<file path="config.mk">
export PLATFORM = sky130hd
export DESIGN_NAME = xadc_sample_packetizer
export DESIGN_NICKNAME = d
export VERILOG_FILES = /design/src/rtl/xadc_packet_package.sv /design/src/rtl/xadc_sample_slot.sv /design/src/rtl/xadc_sample_packetizer.sv
export SDC_FILE = /design/constraint.sdc
export NUM_CORES = 1
export LEC_CHECK = 0
export BUFFER_PORTS_ARGS = -buffer_cell sky130_fd_sc_hd__buf_2
export CAP_MARGIN = 10
export CORE_UTILIZATION = 45
export DETAILED_ROUTE_END_ITERATION = 8
export PLACE_DENSITY = 0.69
export SETUP_SLACK_MARGIN = 0.02
export SLEW_MARGIN = 10
export SYNTH_ARGS = -nofsm -noshare
export SYNTH_HDL_FRONTEND = slang
export SYNTH_SLANG_ARGS = --single-unit
</file>
<file path="constraint.sdc">
create_clock -name clk -period 1.4 [get_ports clk]
set_clock_uncertainty 0.05 [all_clocks]
set_input_delay 0.21 -clock clk [delete_from_list [all_inputs] [get_ports clk]]
set_output_delay 0.21 -clock clk [all_outputs]
set_load 0.01 [all_outputs]
</file>
<file path="src/rtl/xadc_packet_package.sv">
// Shared XADC packet definitions: header codes, field widths and packetizer types.
package xadc_packet_package;

   localparam int XADC_PACKET_HEADER_WIDTH = 4;
   localparam int XADC_PACKET_FIELD_WIDTH  = 12;
   localparam int XADC_PACKET_BYTES        = 4;

   typedef enum logic [XADC_PACKET_HEADER_WIDTH-1:0] {
      XADC_PACKET_HEADER_LOW_SPEED_SAMPLE = 4'h1,
      XADC_PACKET_HEADER_HIGHSPEED_SAMPLE = 4'h3
   } xadc_packet_header_t;

   typedef enum logic {
      XADC_PKT_IDLE,
      XADC_PKT_SEND
   } xadc_packetizer_state_t;

   typedef enum logic {
      XADC_SRC_LS,
      XADC_SRC_HS
   } xadc_sample_source_t;

   // Word layout {hdr, A, 4'h0, B}; byte 0 on the wire is bits [31:24].
   function automatic logic [31:0] xadc_build_packet(
      input xadc_packet_header_t                hdr,
      input logic [XADC_PACKET_FIELD_WIDTH-1:0] field_a,
      input logic [XADC_PACKET_FIELD_WIDTH-1:0] field_b
   );
      return {hdr, field_a, 4'h0, field_b};
   endfunction

endpackage

</file>
<file path="src/rtl/xadc_sample_slot.sv">
// One-deep holding slot for a non-stallable sample pair; newest sample always wins.
module xadc_sample_slot #(
   parameter int SAMPLE_WIDTH = 12
) (
   input  logic                    clk,
   input  logic                    reset_n,
   input  logic                    strobe,
   input  logic                    take,
   input  logic [SAMPLE_WIDTH-1:0] sample_a,
   input  logic [SAMPLE_WIDTH-1:0] sample_b,
   output logic                    pending,
   output logic [SAMPLE_WIDTH-1:0] held_a,
   output logic [SAMPLE_WIDTH-1:0] held_b,
   output logic                    overflow
);

   // A strobe landing on the cycle the slot is taken refills it; nothing is lost.
   assign overflow = strobe && pending && !take;

   always_ff @(posedge clk) begin
      if (!reset_n) begin
         pending <= 1'b0;
         held_a  <= '0;
         held_b  <= '0;
      end else if (strobe) begin
         pending <= 1'b1;
         held_a  <= sample_a;
         held_b  <= sample_b;
      end else if (take) begin
         pending <= 1'b0;
      end
   end

endmodule

</file>
<file path="src/rtl/xadc_sample_packetizer.sv">
// Serialises LS/HS XADC sample pairs into 4-byte headered packets on a byte stream.
// Optional XADC_PACKETIZER_OVERFLOW_COUNT_EN adds saturating per-source overwrite counters.
module xadc_sample_packetizer
   import xadc_packet_package::*;
#(
   parameter int SAMPLE_WIDTH = 12
) (
   input  logic                    clk,
   input  logic                    reset_n,
   input  logic                    ls_valid,
   input  logic [SAMPLE_WIDTH-1:0] ls_voltage,
   input  logic [SAMPLE_WIDTH-1:0] ls_current,
   input  logic                    hs_valid,
   input  logic [SAMPLE_WIDTH-1:0] hs_ch0,
   input  logic [SAMPLE_WIDTH-1:0] hs_ch1,
   output logic [7:0]              m_tdata,
   output logic                    m_tvalid,
   input  logic                    m_tready,
   output logic                    m_tlast,
`ifdef XADC_PACKETIZER_OVERFLOW_COUNT_EN
   output logic [15:0]             ls_overflow_count,
   output logic [15:0]             hs_overflow_count,
`endif
   output xadc_packetizer_state_t  dbg_state
);

   localparam logic [1:0] LAST_IDX = 2'(XADC_PACKET_BYTES - 1);

   xadc_packetizer_state_t  state;
   xadc_sample_source_t     last_src;
   logic [31:0]             shift_reg;
   logic [1:0]              byte_idx;
   logic                    ls_pending, hs_pending, ls_take, hs_take, ls_ovf, hs_ovf;
   logic [SAMPLE_WIDTH-1:0] ls_a, ls_b, hs_a, hs_b;
   logic [31:0]             ls_pkt, hs_pkt;

   xadc_sample_slot #(.SAMPLE_WIDTH(SAMPLE_WIDTH)) u_ls_slot (
      .clk(clk), .reset_n(reset_n), .strobe(ls_valid), .take(ls_take),
      .sample_a(ls_voltage), .sample_b(ls_current),
      .pending(ls_pending), .held_a(ls_a), .held_b(ls_b), .overflow(ls_ovf)
   );

   xadc_sample_slot #(.SAMPLE_WIDTH(SAMPLE_WIDTH)) u_hs_slot (
      .clk(clk), .reset_n(reset_n), .strobe(hs_valid), .take(hs_take),
      .sample_a(hs_ch0), .sample_b(hs_ch1),
      .pending(hs_pending), .held_a(hs_a), .held_b(hs_b), .overflow(hs_ovf)
   );

   assign ls_pkt = xadc_build_packet(XADC_PACKET_HEADER_LOW_SPEED_SAMPLE,
                                     XADC_PACKET_FIELD_WIDTH'(ls_a), XADC_PACKET_FIELD_WIDTH'(ls_b));
   assign hs_pkt = xadc_build_packet(XADC_PACKET_HEADER_HIGHSPEED_SAMPLE,
                                     XADC_PACKET_FIELD_WIDTH'(hs_a), XADC_PACKET_FIELD_WIDTH'(hs_b));

   // On a tie the source not sent last goes next, so neither can starve the other.
   always_comb begin
      ls_take = 1'b0;
      hs_take = 1'b0;
      if (state == XADC_PKT_IDLE) begin
         if (ls_pending && (!hs_pending || last_src == XADC_SRC_HS)) ls_take = 1'b1;
         else if (hs_pending)                                        hs_take = 1'b1;
      end
   end

   // Byte stream: a byte moves when m_tvalid && m_tready at a clock edge; while
   // m_tvalid is high and m_tready low, m_tdata/m_tlast/m_tvalid hold steady.
   always_ff @(posedge clk) begin
      if (!reset_n) begin
         state     <= XADC_PKT_IDLE;
         last_src  <= XADC_SRC_HS;
         shift_reg <= '0;
         byte_idx  <= '0;
         m_tvalid  <= 1'b0;
         m_tlast   <= 1'b0;
         m_tdata   <= '0;
      end else begin
         case (state)
            XADC_PKT_IDLE: begin
               if (ls_take || hs_take) begin
                  shift_reg <= ls_take ? ls_pkt : hs_pkt;
                  m_tdata   <= ls_take ? ls_pkt[31:24] : hs_pkt[31:24];
                  last_src  <= ls_take ? XADC_SRC_LS : XADC_SRC_HS;
                  byte_idx  <= '0;
                  m_tvalid  <= 1'b1;
                  m_tlast   <= 1'b0;
                  state     <= XADC_PKT_SEND;
               end
            end
            XADC_PKT_SEND: begin
               if (m_tvalid && m_tready) begin
                  if (byte_idx == LAST_IDX) begin
                     byte_idx <= '0;
                     m_tvalid <= 1'b0;
                     m_tlast  <= 1'b0;
                     state    <= XADC_PKT_IDLE;
                  end else begin
                     shift_reg <= {shift_reg[23:0], 8'h00};
                     m_tdata   <= shift_reg[23:16];
                     m_tlast   <= (byte_idx == LAST_IDX - 2'd1);
                     byte_idx  <= byte_idx + 2'd1;
                  end
               end
            end
            default: state <= XADC_PKT_IDLE;
         endcase
      end
   end

   assign dbg_state = state;

`ifdef XADC_PACKETIZER_OVERFLOW_COUNT_EN
   always_ff @(posedge clk) begin
      if (!reset_n) begin
         ls_overflow_count <= '0;
         hs_overflow_count <= '0;
      end else begin
         if (ls_ovf && ls_overflow_count != 16'hFFFF) ls_overflow_count <= ls_overflow_count + 16'd1;
         if (hs_ovf && hs_overflow_count != 16'hFFFF) hs_overflow_count <= hs_overflow_count + 16'd1;
      end
   end
`else
   logic unused_ovf;
   assign unused_ovf = ls_ovf ^ hs_ovf;
`endif

endmodule

</file>
==> metrics.cfg <==
[layout]
final_area_sq_um = 4640
fin_cells = 556
largest_register_ffs = 24
nets = 504
drive_above_1_share_pct = 30.6
diodes = 0
final_util_pct = 56.4
areaGrowthSynthToFinish_pct = 20.9

[power]
ir_worst_vdd_mv = 0.659
p_leak_uw = 0.00195
power_density_nw_per_um2 = 1140

[clocking]
cts_root_buffer = clkbuf_8
clkTransAtPathRegs_ns = 0.09
clock_path_buffers = 2
htree_levels = 3
cts_made_buffers = 9
cts_tree = built
clock_sinks = 88
cts_hold_buf = 0
clkLatencyLatePin_ns = 0.35

[synth]
ys_types = 35
avgSynthCellArea_sq_um = 10.0
yosys_warnings = 0
netlist_area_sq_um = 3840
yosysSeqAreaShare_pct = 45.9
synthesis.instances = 382
synth_seq_cells = 88
syn_nets = 437

[hold_path]
min_path_type = in -> reg

[drt]
ant_nets = 0
post_drt_wl_per_cell_microns = 14.8
first_pass_iters = 4
via_per_inst = 5.28
first_iter_violations = 177
drc = 0
wl_microns = 8250
num_vias = 2935

[placement]
placedInstanceArea_sq_um = 4400
portBuffers = 63
dp_cells = 542
dp_hpwl_microns = 5770
place.gp.congestion = 0.796

[setup_path]
cp-end-kind = flip-flop
required_ns = 1.62
critPathKind = reg -> reg
path_max_fanout = 26
arrival_ns = 1.56
worstSetupStartpointType = flip-flop
rrSetupSlack_ns = 0.06

[floorplan]
start_util_pct = 46.7
die_area_sq_um = 8900
ios = 64
coreArea_sq_um = 8220
rows = 33
die_y_microns = 94.3
die_w_microns = 94.3

[grt]
grt_max_degree = 61
grt_pass1_vias = 2762
grt_usage_pct = 19.7
grt_use_met3_pct = 4.03
met2_usage_pct = 31.2
gr-usage-met1_pct = 26.3
grt.busiest_layer = met2
grt_pass1_wl_microns = 13500
overflow = 0
antenna_found_initial = 0

[timing]
period_share_pct = 95.7
worst_slew_pin_slew_ns = 0.259
rsz0062_at_grt = true
timing.fmax_ghz = 0.746
finalMaxSlewViolations = 0
relSlewSlack_pct = 82.7
setup_viol = 0
min_period_ns = 1.34
hold_viol = 0

[outcome]
outcome = finished clean

[job]
cap_violations = 0

layout by cell type, fill, tap and decap left out, drive strengths merged:
master and count:
o31ai 16, dfxtp 88, a211oi 13, o21a 3, buf 88, nor2 2, o211ai 4, a22oi 8
ha 2, nand4 1, nand3 33, nor2b 51, nand2 12, o21ai 26, bufinv 1, nor3 6
clkinv 4, clkbuf 9, a21boi 11, mux2i 48, nand2b 1, and2 2, and3 13, inv 3
a21oi 5, o21bai 1
routing by layer:
layer	up-vias	part of all wire, %	wire length, microns
met5	-	0	0
met4	0	1.3	104
met3	10	3.2	267
met2	56	47	3870
met1	1381	49	4010
li1	1488	-	-
power breakdown:
group / switching (uW) / internal, uW / total [uW]
clock network: 840 / 793 / 1630
logic: 449 / 423 / 873
registers: 108 / 2660 / 2770
worst max-delay path, stage by stage, from the launching register on:
cell	delay, ns
dfxtp_1	0.33
ha_2	0.20
o21a_2	0.24
buf_12	0.17
o31ai_2	0.26
cell type report:
class | instances | area (sq um)
clock buffers | 9 | 124
clock inverters | 4 | 48.8
fillers | 735 | 3580
inverters | 4 | 15.0
multi-input cells | 258 | 1930
flip-flops and latches | 88 | 1770
well taps | 105 | 131
repair buffers | 88 | 623
final timing paths:
| check | from | end | cells past startpoint |
|---|---|---|---|
| setup reg to reg | byte_idx[1] | m_tdata[0] | 4 |
| hold reg to reg | m_tdata[6] | m_tdata[6] | 2 |
| hold / removal | ls_current[2] | u_ls_slot.held_b[2] | 3 |
| setup / recovery | byte_idx[1] | m_tdata[0] | 4 |
through the flow:
stage | TNS [ns] | total power (uW) | hold WS (ns) | setup slack, ns
final | 0 | 5270 | 0.0611 | 0.0599
after global routing | 0 | 5510 | 0.0645 | 0.00331
after CTS | 0 | 5310 | 0.0527 | 0.0144
after detailed placement | -0.359 | 3670 | 0.395 | -0.0600
after global placement | -0.0158 | 3640 | 0.390 | -0.00823
after floorplan | 0 | 3350 | 0.329 | 0.0554
synth_stat cells:
cell type,instances,share of area [%]
o21a_1,3,0.59
buf_6,4,1.2
buf_1,3,0.29
mux2i_1,48,13
nand3_4,1,0.46
a21boi_1,2,0.39
and3_1,13,2.1
nor3_1,6,0.78
ha_1,2,0.65
dfxtp_1,88,46
o21ai_1,1,0.13
o21ai_0,25,3.3
and2_1,2,0.33
a21boi_2,1,0.29
inv_1,3,0.29
a21boi_0,8,1.6
clkinv_1,1,0.098
nor2b_1,51,8.3
nand4_1,1,0.16
a21oi_1,5,0.65
buf_4,2,0.39
a211oi_1,6,1.2
nor2_1,2,0.20
o211ai_1,4,0.78
buf_2,12,1.6
nand3_1,32,4.2
o31ai_2,13,4.2
nand2_2,1,0.16
a22oi_1,8,1.6
nand2_1,11,1.1
clkbuf_1,11,1.1
o31ai_1,3,0.59
o21bai_4,1,0.49
nand2b_2,1,0.23
a211oi_2,7,2.3
cell families (layout without fill, tap and decap cells):
family                     count (synthesis)  in the layout  synth area share [%]
and+or+nand+nor                          121            121                  18.0
DFF                                       88             88                  45.9
AOI/OAI and AO/OA                         87             87                  18.0
muxes                                     48             48                  12.5
buffers and inverters                     36            105                  4.89
adders and majority gates                  2              2                 0.652
what timing repair did:
action / 4_1_cts / 5_1_grt
resized for setup: 13 / 12
pin swaps: 2 / 0
buffers inserted: 0 / 1
endpoints found under the setup margin: 23 / 22
Power figures use the tool's default switching activity.
